<file path="src/rtl/ccp_write_arbiter_pkg.sv">
// Shared definitions for the CCP write arbiter: FSM encodings, requester IDs and
// the default transaction timeout.
package ccp_write_arbiter_pkg;

  typedef enum logic [1:0] {
    CcpIdle  = 2'd0,
    CcpGrant = 2'd1,
    CcpWait  = 2'd2
  } ccpState_e;

  localparam logic CcpReqA = 1'b0;
  localparam logic CcpReqB = 1'b1;

  localparam int unsigned CcpDefaultTimeout = 16;

endpackage

</file>
<file path="src/rtl/ccp_rr_pick.sv">
// Combinational 2-way round-robin picker: the sole requester wins, and on a tie
// the requester that was not granted last time wins.
module ccp_rr_pick
  import ccp_write_arbiter_pkg::*;
(
  input  logic pendingA,
  input  logic pendingB,
  input  logic lastGrant,
  output logic valid,
  output logic winner
);

  always_comb begin
    valid = pendingA | pendingB;
    if (pendingA && pendingB) begin
      winner = (lastGrant == CcpReqA) ? CcpReqB : CcpReqA;
    end else if (pendingB) begin
      winner = CcpReqB;
    end else begin
      winner = CcpReqA;
    end
  end

endmodule

</file>
<file path="src/rtl/ccp_write_arbiter.sv">
// Two-requester round-robin write arbiter for the shared CCP resource port; holds
// the resource until done or a forced release after TIMEOUT cycles of waiting.
module ccp_write_arbiter
  import ccp_write_arbiter_pkg::*;
#(
  parameter int unsigned TIMEOUT = CcpDefaultTimeout
) (
  input  logic clk,
  input  logic rst,
  input  logic readySignal,
  input  logic doneSignal,
  input  logic writeA,
  input  logic writeB,
  output logic signalA,
  output logic signalB,
  output logic busy,
  output logic pendingA,
  output logic pendingB,
  output logic timeoutErr
);

  localparam int unsigned CntW = $clog2(TIMEOUT + 1);
  localparam logic [CntW-1:0] CntLast = CntW'(TIMEOUT - 1);

  ccpState_e       stateQ, stateD;
  logic [CntW-1:0] countQ, countD;
  logic            lastGrantQ, lastGrantD;
  logic            pickValid, pickWinner;
  logic            grantA, grantB, errD;

  ccp_rr_pick uPick (
    .pendingA  (pendingA),
    .pendingB  (pendingB),
    .lastGrant (lastGrantQ),
    .valid     (pickValid),
    .winner    (pickWinner)
  );

  always_comb begin
    stateD     = stateQ;
    countD     = countQ;
    lastGrantD = lastGrantQ;
    grantA     = 1'b0;
    grantB     = 1'b0;
    errD       = 1'b0;
    case (stateQ)
      CcpIdle: begin
        if (pickValid && readySignal) begin
          stateD     = CcpGrant;
          lastGrantD = pickWinner;
          grantA     = (pickWinner == CcpReqA);
          grantB     = (pickWinner == CcpReqB);
        end
      end
      CcpGrant: begin
        stateD = CcpWait;
        countD = '0;
      end
      CcpWait: begin
        // Done takes priority over a timeout landing on the same cycle.
        if (doneSignal) begin
          stateD = CcpIdle;
        end else if (countQ == CntLast) begin
          stateD = CcpIdle;
          errD   = 1'b1;
        end else if (countQ != '1) begin
          countD = countQ + CntW'(1);
        end
      end
      default: stateD = CcpIdle;
    endcase
  end

  always_ff @(posedge clk) begin
    if (rst) begin
      stateQ     <= CcpIdle;
      countQ     <= '0;
      lastGrantQ <= CcpReqB;
      pendingA   <= 1'b0;
      pendingB   <= 1'b0;
      signalA    <= 1'b0;
      signalB    <= 1'b0;
      busy       <= 1'b0;
      timeoutErr <= 1'b0;
    end else begin
      stateQ     <= stateD;
      countQ     <= countD;
      lastGrantQ <= lastGrantD;
      // A new write on the grant edge re-arms the flag as a fresh request.
      pendingA   <= writeA | (pendingA & ~grantA);
      pendingB   <= writeB | (pendingB & ~grantB);
      signalA    <= grantA;
      signalB    <= grantB;
      busy       <= (stateD != CcpIdle);
      timeoutErr <= errD;
    end
  end

endmodule

</file>
<file path="config.mk">
export PLATFORM = sky130hd
export DESIGN_NAME = ccp_write_arbiter
export DESIGN_NICKNAME = d
export VERILOG_FILES = /design/src/rtl/ccp_write_arbiter_pkg.sv /design/src/rtl/ccp_rr_pick.sv /design/src/rtl/ccp_write_arbiter.sv
export SDC_FILE = /design/constraint.sdc
export NUM_CORES = 1
export LEC_CHECK = 0
export BUFFER_PORTS_ARGS = -buffer_cell sky130_fd_sc_hd__buf_4
export CORE_AREA = 2 2 41 43
export DETAILED_ROUTE_END_ITERATION = 8
export DIE_AREA = 0 0 43 45
export PLACE_DENSITY_LB_ADDON = 0.15
export SLEW_MARGIN = 20
export SYNTH_ARGS = -nofsm -noshare
export SYNTH_HDL_FRONTEND = slang
export SYNTH_SLANG_ARGS = --single-unit
</file>
<file path="constraint.sdc">
create_clock -name clk -period 4.04 [get_ports clk]
set_clock_uncertainty 0.2 [all_clocks]
set_input_delay 0.808 -clock clk [delete_from_list [all_inputs] [get_ports clk]]
set_output_delay 0.808 -clock clk [all_outputs]
set_load 0.05 [all_outputs]
</file>
==> results of run 1 <==
==> final cells by class <==
type	count	area share, %
timing repair buffer	11	11.0
inverter	6	3.01
sequential	14	37.4
multi-input combinational	43	41.1
clock buffer	4	4.84
tap	16	2.67
==> layout by cell type (no fill, tap or decap) <==
cell        n
and3_1      1
nor2_1      4
o311ai_0    1
nand3b_1    1
nor3b_1     1
mux2i_1     2
ha_1        3
a21oi_1     3
clkbuf_8    1
nor2b_1     2
or3b_2      1
nor3_1      1
nor3_2      1
dfxtp_1    14
nor4b_1     2
nand3_1     3
o41ai_1     2
or3_1       2
a211o_1     1
o2111ai_1   2
o21ai_0     3
or4b_1      1
buf_4      11
nand2_1     2
inv_1       6
clkbuf_4    3
nor3b_2     1
nand2b_1    2
o211ai_1    1
==> worst paths after layout <==
kind | end | slack (ns) | depth (start not counted)
worst max register to register | countQ[2] | 1.72 | 6
worst min-delay path | countQ[3] | 0.31 | 2
worst max-delay path | countQ[2] | 1.72 | 6
worst min register to register | countQ[3] | 0.31 | 2
==> report_power, final <==
| group | switching, mW | internal [mW] | total (mW) |
|---|---|---|---|
| sequential | 0.00438 | 0.143 | 0.147 |
| clock | 0.0469 | 0.0549 | 0.102 |
| combinational | 0.0230 | 0.0129 | 0.0359 |
| total | 0.0743 | 0.211 | 0.285 |
==> metrics by stage <==
| stage | util [%] | hold slack (ns) | worst slack (ns) |
|---|---|---|---|
| detailed placement | 48.5 | 0.295 | 1.75 |
| global route | 50.9 | 0.346 | 1.59 |
| global placement | 48.5 | 0.279 | 1.75 |
| CTS | 50.9 | 0.309 | 1.72 |
| floorplan | - | 0.251 | 1.89 |
| finish | 50.9 | 0.305 | 1.72 |
==> synthesized netlist by cell type, drive strengths merged <==
library cell	n	area, um^2
a211o	1	8.76
a21oi	3	15.0
and3	1	6.26
buf	2	8.75
clkbuf	1	3.75
dfxtp	14	280
ha	3	37.5
inv	6	22.5
mux2i	2	20.0
nand2	2	7.51
nand2b	2	12.5
nand3	3	15.0
nand3b	1	7.51
nor2	4	15.0
nor2b	2	12.5
nor3	2	15.0
nor3b	2	20.0
nor4b	2	17.5
o2111ai	2	17.5
o211ai	1	7.51
o21ai	3	15.0
o311ai	1	8.76
o41ai	2	17.5
or3	2	12.5
or3b	1	8.76
or4b	1	10.0
==> per-layer routing <==
layer,part of all wire [%],global-route usage [%],up-vias
met2,47,23.9,10
met4,2.7,9.09,0
li1,-,-,262
met3,4.4,2.80,5
met1,46,18.9,236
met5,0,0,-
==> registers in the layout (all words and copies together), names as in the netlist <==
signal	count
signalB	1
pendingA	1
countQ	5
signalA	1
stateQ	2
lastGrantQ	1
busy	1
pendingB	1
timeoutErr	1
==> tightest hold or removal path: stages (launching register included) <==
cell,delay (ns)
dfxtp_1,0.33
nand3_1,0.07
mux2i_1,0.06
==> logic make-up (layout without fill, tap and decap cells) <==
group / Yosys count / after routing
simple gates: 25 / 25
buf+inv: 9 / 21
mux: 2 / 2
fa+ha+maj: 3 / 3
flops: 14 / 14
compound gates: 13 / 13
==> flow_summary_export.csv, run 1 <==
group,metric,value,unit
outcome,outcome,"finished clean",
logic_synthesis,synthXorXnorAreaFrac,0,%
clock_network,clkTransAtPathRegs,0.09,ns
global_routing,grt_overflow_total,0,
timing,setup_viol,0,
logic_synthesis,synth.area.mux_share,3.21,%
floorplan,die_area,1940,um^2
cells_and_area,regArea,280,um^2
logic_synthesis,synthAdderAreaFrac,6.02,%
logic_synthesis,synthesis.area,623,um^2
drt,drc,0,
drt,ant_nets,0,
critical_path,required,4.06,ns
critical_path,cp_max_fo,7,
cells_and_area,multi_input_area,308,um^2
timing,finalSetupTns,0,ns
timing,drv_slew,0,
power_and_ir_drop,power.density,380,nW/um^2
floorplan,core,1470,um^2
logic_synthesis,syn_nets,75,
clock_network,holdBufCountCts,0,
critical_path,crit_family,"simple AND/OR/NAND/NOR gates",
drt,wl_per_cell,12.9,um
global_routing,grt_pass1_wl,2130,um
logic_synthesis,ys_ff_latch,14,
min_path,holdCritStartpoint,"countQ[3]",
floorplan,pin_count,12,
clock_network,cts.htree.levels,1,
drt,routed_wl,1220,um
run,max_cap_viol_count,0,
cells_and_area,fillers,157,
logic_synthesis,synth-simple-area-share,25.7,%
clock_network,clock-root-buffer,"clkbuf_4",
floorplan,start_util,42.3,%
power_and_ir_drop,p_total,285,uW
logic_synthesis,synth_compound_area_share,14.5,%
cells_and_area,drive_above_1_share,23.1,%
timing,fmax,431,MHz
global_routing,grt_pass1_vias,492,
min_path,hp-class,"reg2reg",
place,gp_congestion,0.804,
power_and_ir_drop,max-vdd-ir-drop,0.000167,V
global_routing,antenna_found_initial,0,
cells_and_area,nets,88,
critical_path,arrival,2.34,ns
timing,rsz0062_at_grt,"false",
timing,tightest_slew,0.394,ns
floorplan,die_w,43,um
critical_path,cpMostUsedCell,"ha_1",
floorplan,die_y,45,um
power_and_ir_drop,p_leak,0.306,nW
clock_network,cts_setup_buffers,0,
cells_and_area,n_antenna_cell,0,
critical_path,crit_buf_inv,0,
logic_synthesis,synthDistinctLibCells,29,
timing,finalCriticalPeriod,2.32,ns
critical_path,crit_chain,"ha_1, and3_1, ha_1, or4b_1, nor3b_2, mux2i_1",
global_routing,grt_max_degree,13,
drt,drt_iter0_markers,10,
clock_network,worstSkewPairLatency,0.28,ns
place,dp_hpwl,884,um
cells_and_area,instances_no_fill,94,
critical_path,setup.worst_path.start,"countQ[0]",
critical_path,crit_path_end_kind,"flop",
clock_network,clockBufferDepth,2,
critical_path,r2r-start,"countQ[0]",
place,placed_cells,90,
cells_and_area,area_growth_syn_to_layout,20.3,%
global_routing,grt_util_all_layers,15.0,%
logic_synthesis,synth_warnings,0,
place,io_buffers,11,
clock_network,numCtsBuffers,3,
cells_and_area,fin_area,749,um^2
logic_synthesis,ys_seq_area_share,45.0,%
critical_path,crit_type,"reg2reg",
timing,hold_viol_final,0,
clock_network,cts_resized,0,
clock_network,cts_tree,"done",
critical_path,critPathLaunchType,"flop",
timing,relSlewSlack,73.4,%
place,dpl_cell_area,713,um^2
logic_synthesis,avgSynthCellArea,9.44,um^2
logic_synthesis,syn_inst,66,
drt,drt_pass1_iterations,4,
critical_path,critPathSlowestCell,"or4b_1",
drt,vias,513,
drt,vias_per_cell,5.46,
critical_path,cpPeakStageDelay,0.68,ns
clock_network,clock_sinks,14,
logic_synthesis,synth_top_family_by_area,"simple AND/OR/NAND/NOR gates",
timing,fin_crit_sh,57.4,%
floorplan,num_rows,14,
Power figures use the tool's default switching activity.
==> run 2: changes to the inputs <==
Settings changed: ABC_AREA set to 1, CORE_AREA 2 2 41 43 to 2 2 40 42, DIE_AREA 0 0 43 45 to 0 0 42 44.
Clock period 4.04 ns to 2.4 ns, I/O delays scaled along.
==> flow_summary_export.csv, run 2 <==
group,metric,value,unit
logic_synthesis,synth-simple-area-share,34.3,%
power_and_ir_drop,intPower,359,uW
global_routing,grt_max_degree,9,
power_and_ir_drop,clockPowerShare,35.0,%
place,gp_congestion,0.681,
critical_path,r2r-start,"countQ[1]",
timing,drv_slew,0,
global_routing,grt_util_all_layers,13.8,%
logic_synthesis,synth_warnings,0,
clock_network,clockBufferDepth,2,
logic_synthesis,synth_edf_count,0,
global_routing,antenna_found_initial,0,
min_path,hp-class,"in2reg",
floorplan,die_w,42,um
critical_path,crit_type,"reg2reg",
logic_synthesis,ys_ff_latch,14,
logic_synthesis,synthXorXnorAreaFrac,0,%
global_routing,grt_pass1_vias,437,
place,dp_hpwl,822,um
power_and_ir_drop,p_total,497,uW
logic_synthesis,ys_seq_area_share,46.6,%
critical_path,critPathLaunchType,"flop",
cells_and_area,n_antenna_cell,0,
critical_path,required,2.39,ns
global_routing,gr-usage-met3,2.92,%
cells_and_area,largest_reg_flops,5,
global_routing,grt_pass1_wl,1770,um
global_routing,gr-usage-met1,15.1,%
logic_synthesis,synth_top_family_by_area,"simple AND/OR/NAND/NOR gates",
critical_path,worstRegToRegCells,10,
power_and_ir_drop,switching_power,138,uW
critical_path,crit_path_end_kind,"flop",
timing,hold_viol_final,0,
critical_path,cp_max_fo,5,
logic_synthesis,synth.most_common_cell,"nand2_1",
drt,vias,518,
clock_network,holdBufCountCts,0,
logic_synthesis,syn_inst,80,
place,place_ws,0.562,ns
logic_synthesis,synthAdderAreaFrac,6.24,%
floorplan,core,1420,um^2
timing,relSlewSlack,82.3,%
cells_and_area,instances_no_fill,111,
floorplan,num_rows,14,
cells_and_area,multi_input_area,284,um^2
power_and_ir_drop,sw_frac_of_total,27.7,%
outcome,outcome,"finished clean",
global_routing,grt_overflow_total,0,
cells_and_area,nets,105,
logic_synthesis,yosys-top-cells-count,"nand2_1 (25), dfxtp_1 (14), inv_1 (9), nor2_1 (9), a21oi_1 (7)",
logic_synthesis,avgSynthCellArea,7.52,um^2
cells_and_area,regArea,280,um^2
drt,ant_nets,0,
critical_path,arrival,1.83,ns
global_routing,top_usage_layer,"met2",
drt,wl_per_cell,9.69,um
timing,rsz0062_at_grt,"false",
clock_network,clkTransAtPathRegs,0.09,ns
min_path,hold_depth,2,
clock_network,cts_tree,"done",
logic_synthesis,synthTopCellsByArea,"dfxtp_1 (47%), nand2_1 (16%), ha_1 (6.2%)",
critical_path,ff2ff_setup_slack,0.56,ns
clock_network,clock-root-buffer,"clkbuf_4",
timing,setup_viol,0,
logic_synthesis,synthDistinctLibCells,16,
logic_synthesis,synth_compound_area_share,6.65,%
cells_and_area,final_cell_mix,"nand2_1 (25), dfxtp_1 (14), buf_4 (11)",
logic_synthesis,synthesis.area,602,um^2
clock_network,cts.htree.levels,1,
clock_network,numCtsBuffers,3,
clock_network,worstSkewPairLatency,0.28,ns
logic_synthesis,synth.area.mux_share,0,%
timing,fin_crit_sh,76.7,%
clock_network,cts_resized,0,
floorplan,pin_count,12,
min_path,holdCritStartpoint,"doneSignal",
power_and_ir_drop,max-vdd-ir-drop,0.000412,V
cells_and_area,reg_top3,"countQ (5), stateQ (2)",
logic_synthesis,synthFlopType,"dfxtp_1",
place,placed_cells,107,
power_and_ir_drop,p_leak,0.342,nW
drt,drt_pass1_iterations,4,
global_routing,grtUsageMet2,21.9,%
cells_and_area,final_util,52.2,%
clock_network,clock_sinks,14,
drt,vias_per_cell,4.67,
cells_and_area,area_growth_syn_to_layout,23.1,%
timing,finalCriticalPeriod,1.84,ns
logic_synthesis,synthArstFlopShare,0,%
power_and_ir_drop,p_comb_share,14.8,%
cells_and_area,regMostFlops,"countQ",
drt,drt_iter0_markers,10,
cells_and_area,fillers,150,
floorplan,start_util,42.4,%
logic_synthesis,yosysTopAreaCell,"dfxtp_1",
cells_and_area,drive_above_1_share,20.0,%
min_path,holdPathEnd,"timeoutErr",
clock_network,cts_setup_buffers,0,
power_and_ir_drop,power_frac_seq,50.2,%
run,max_cap_viol_count,0,
critical_path,reg2reg_to,"countQ[2]",
power_and_ir_drop,power.density,671,nW/um^2
timing,fmax,543,MHz
floorplan,die_area,1850,um^2
timing,tightest_slew,0.265,ns
timing,setup_slack,0.558,ns
logic_synthesis,syn_nets,89,
floorplan,die_y,44,um
drt,routed_wl,1080,um
cells_and_area,layout_commonest_cell,"nand2_1",
logic_synthesis,synth_top_area_share,46.6,%
place,io_buffers,11,
drt,drc,0,
timing,finalSetupTns,0,ns
-- run 2: layout make-up --
class | count | share of cell area [%]
Inverter | 10 | 5.07
Clock buffer | 4 | 4.90
Sequential cell | 14 | 37.8
Multi-Input combinational cell | 56 | 38.3
Tap cell | 16 | 2.70
Timing Repair Buffer | 11 | 11.1
-- run 2: metrics by stage --
stage,cell area (um^2),hold slack [ns]
final,741,0.161
after global routing,741,0.162
after CTS,741,0.157
after detailed placement,704,0.250
after global placement,704,0.244
after floorplan,602,0.231
-- run 2: power groups by stage --
stage	registers (mW)	clock network [mW]	logic, mW
6_report	0.250	0.174	0.0736
4_1_cts	0.250	0.177	0.0745
3_3_place_gp	0.255	0	0.0737
2_1_floorplan	0.276	0	0.0289
5_1_grt	0.251	0.187	0.0806
3_5_place_dp	0.255	0	0.0745
-- run 2: worst max path at each step --
stage	end	slack, ns	start
floorplan	countQ[2]	0.72	countQ[0]
global placement	countQ[2]	0.57	countQ[0]
detailed placement	countQ[2]	0.56	countQ[0]
CTS	countQ[2]	0.55	countQ[0]
global route	countQ[3]	0.37	countQ[0]
finish	countQ[2]	0.56	countQ[1]
-- run 2: layer usage --
| layer | vias to the layer above | routed length (um) |
|---|---|---|
| li1 | 283 | - |
| met1 | 220 | 521 |
| met2 | 11 | 469 |
| met3 | 4 | 51 |
| met4 | 0 | 33 |
| met5 | - | 0 |
-- run 2: worst max-delay path: stages, from the launching register on --
cell	delay [ns]
dfxtp_1	0.34
ha_1	0.20
nand2_1	0.09
nor2_1	0.06
ha_1	0.19
nor2_2	0.21
nand3_4	0.11
nand2_1	0.16
nand2_1	0.07
nand2_1	0.06
nor2_1	0.04
-- run 2: cells by family after synthesis --
| kind of cell | after synthesis |
|---|---|
| AO/OA/AOI/OAI | 8 |
| flip-flops | 14 |
| AND/OR/NAND/NOR | 45 |
| buffers and inverters | 10 |
| adder cells (fa/ha/maj) | 3 |
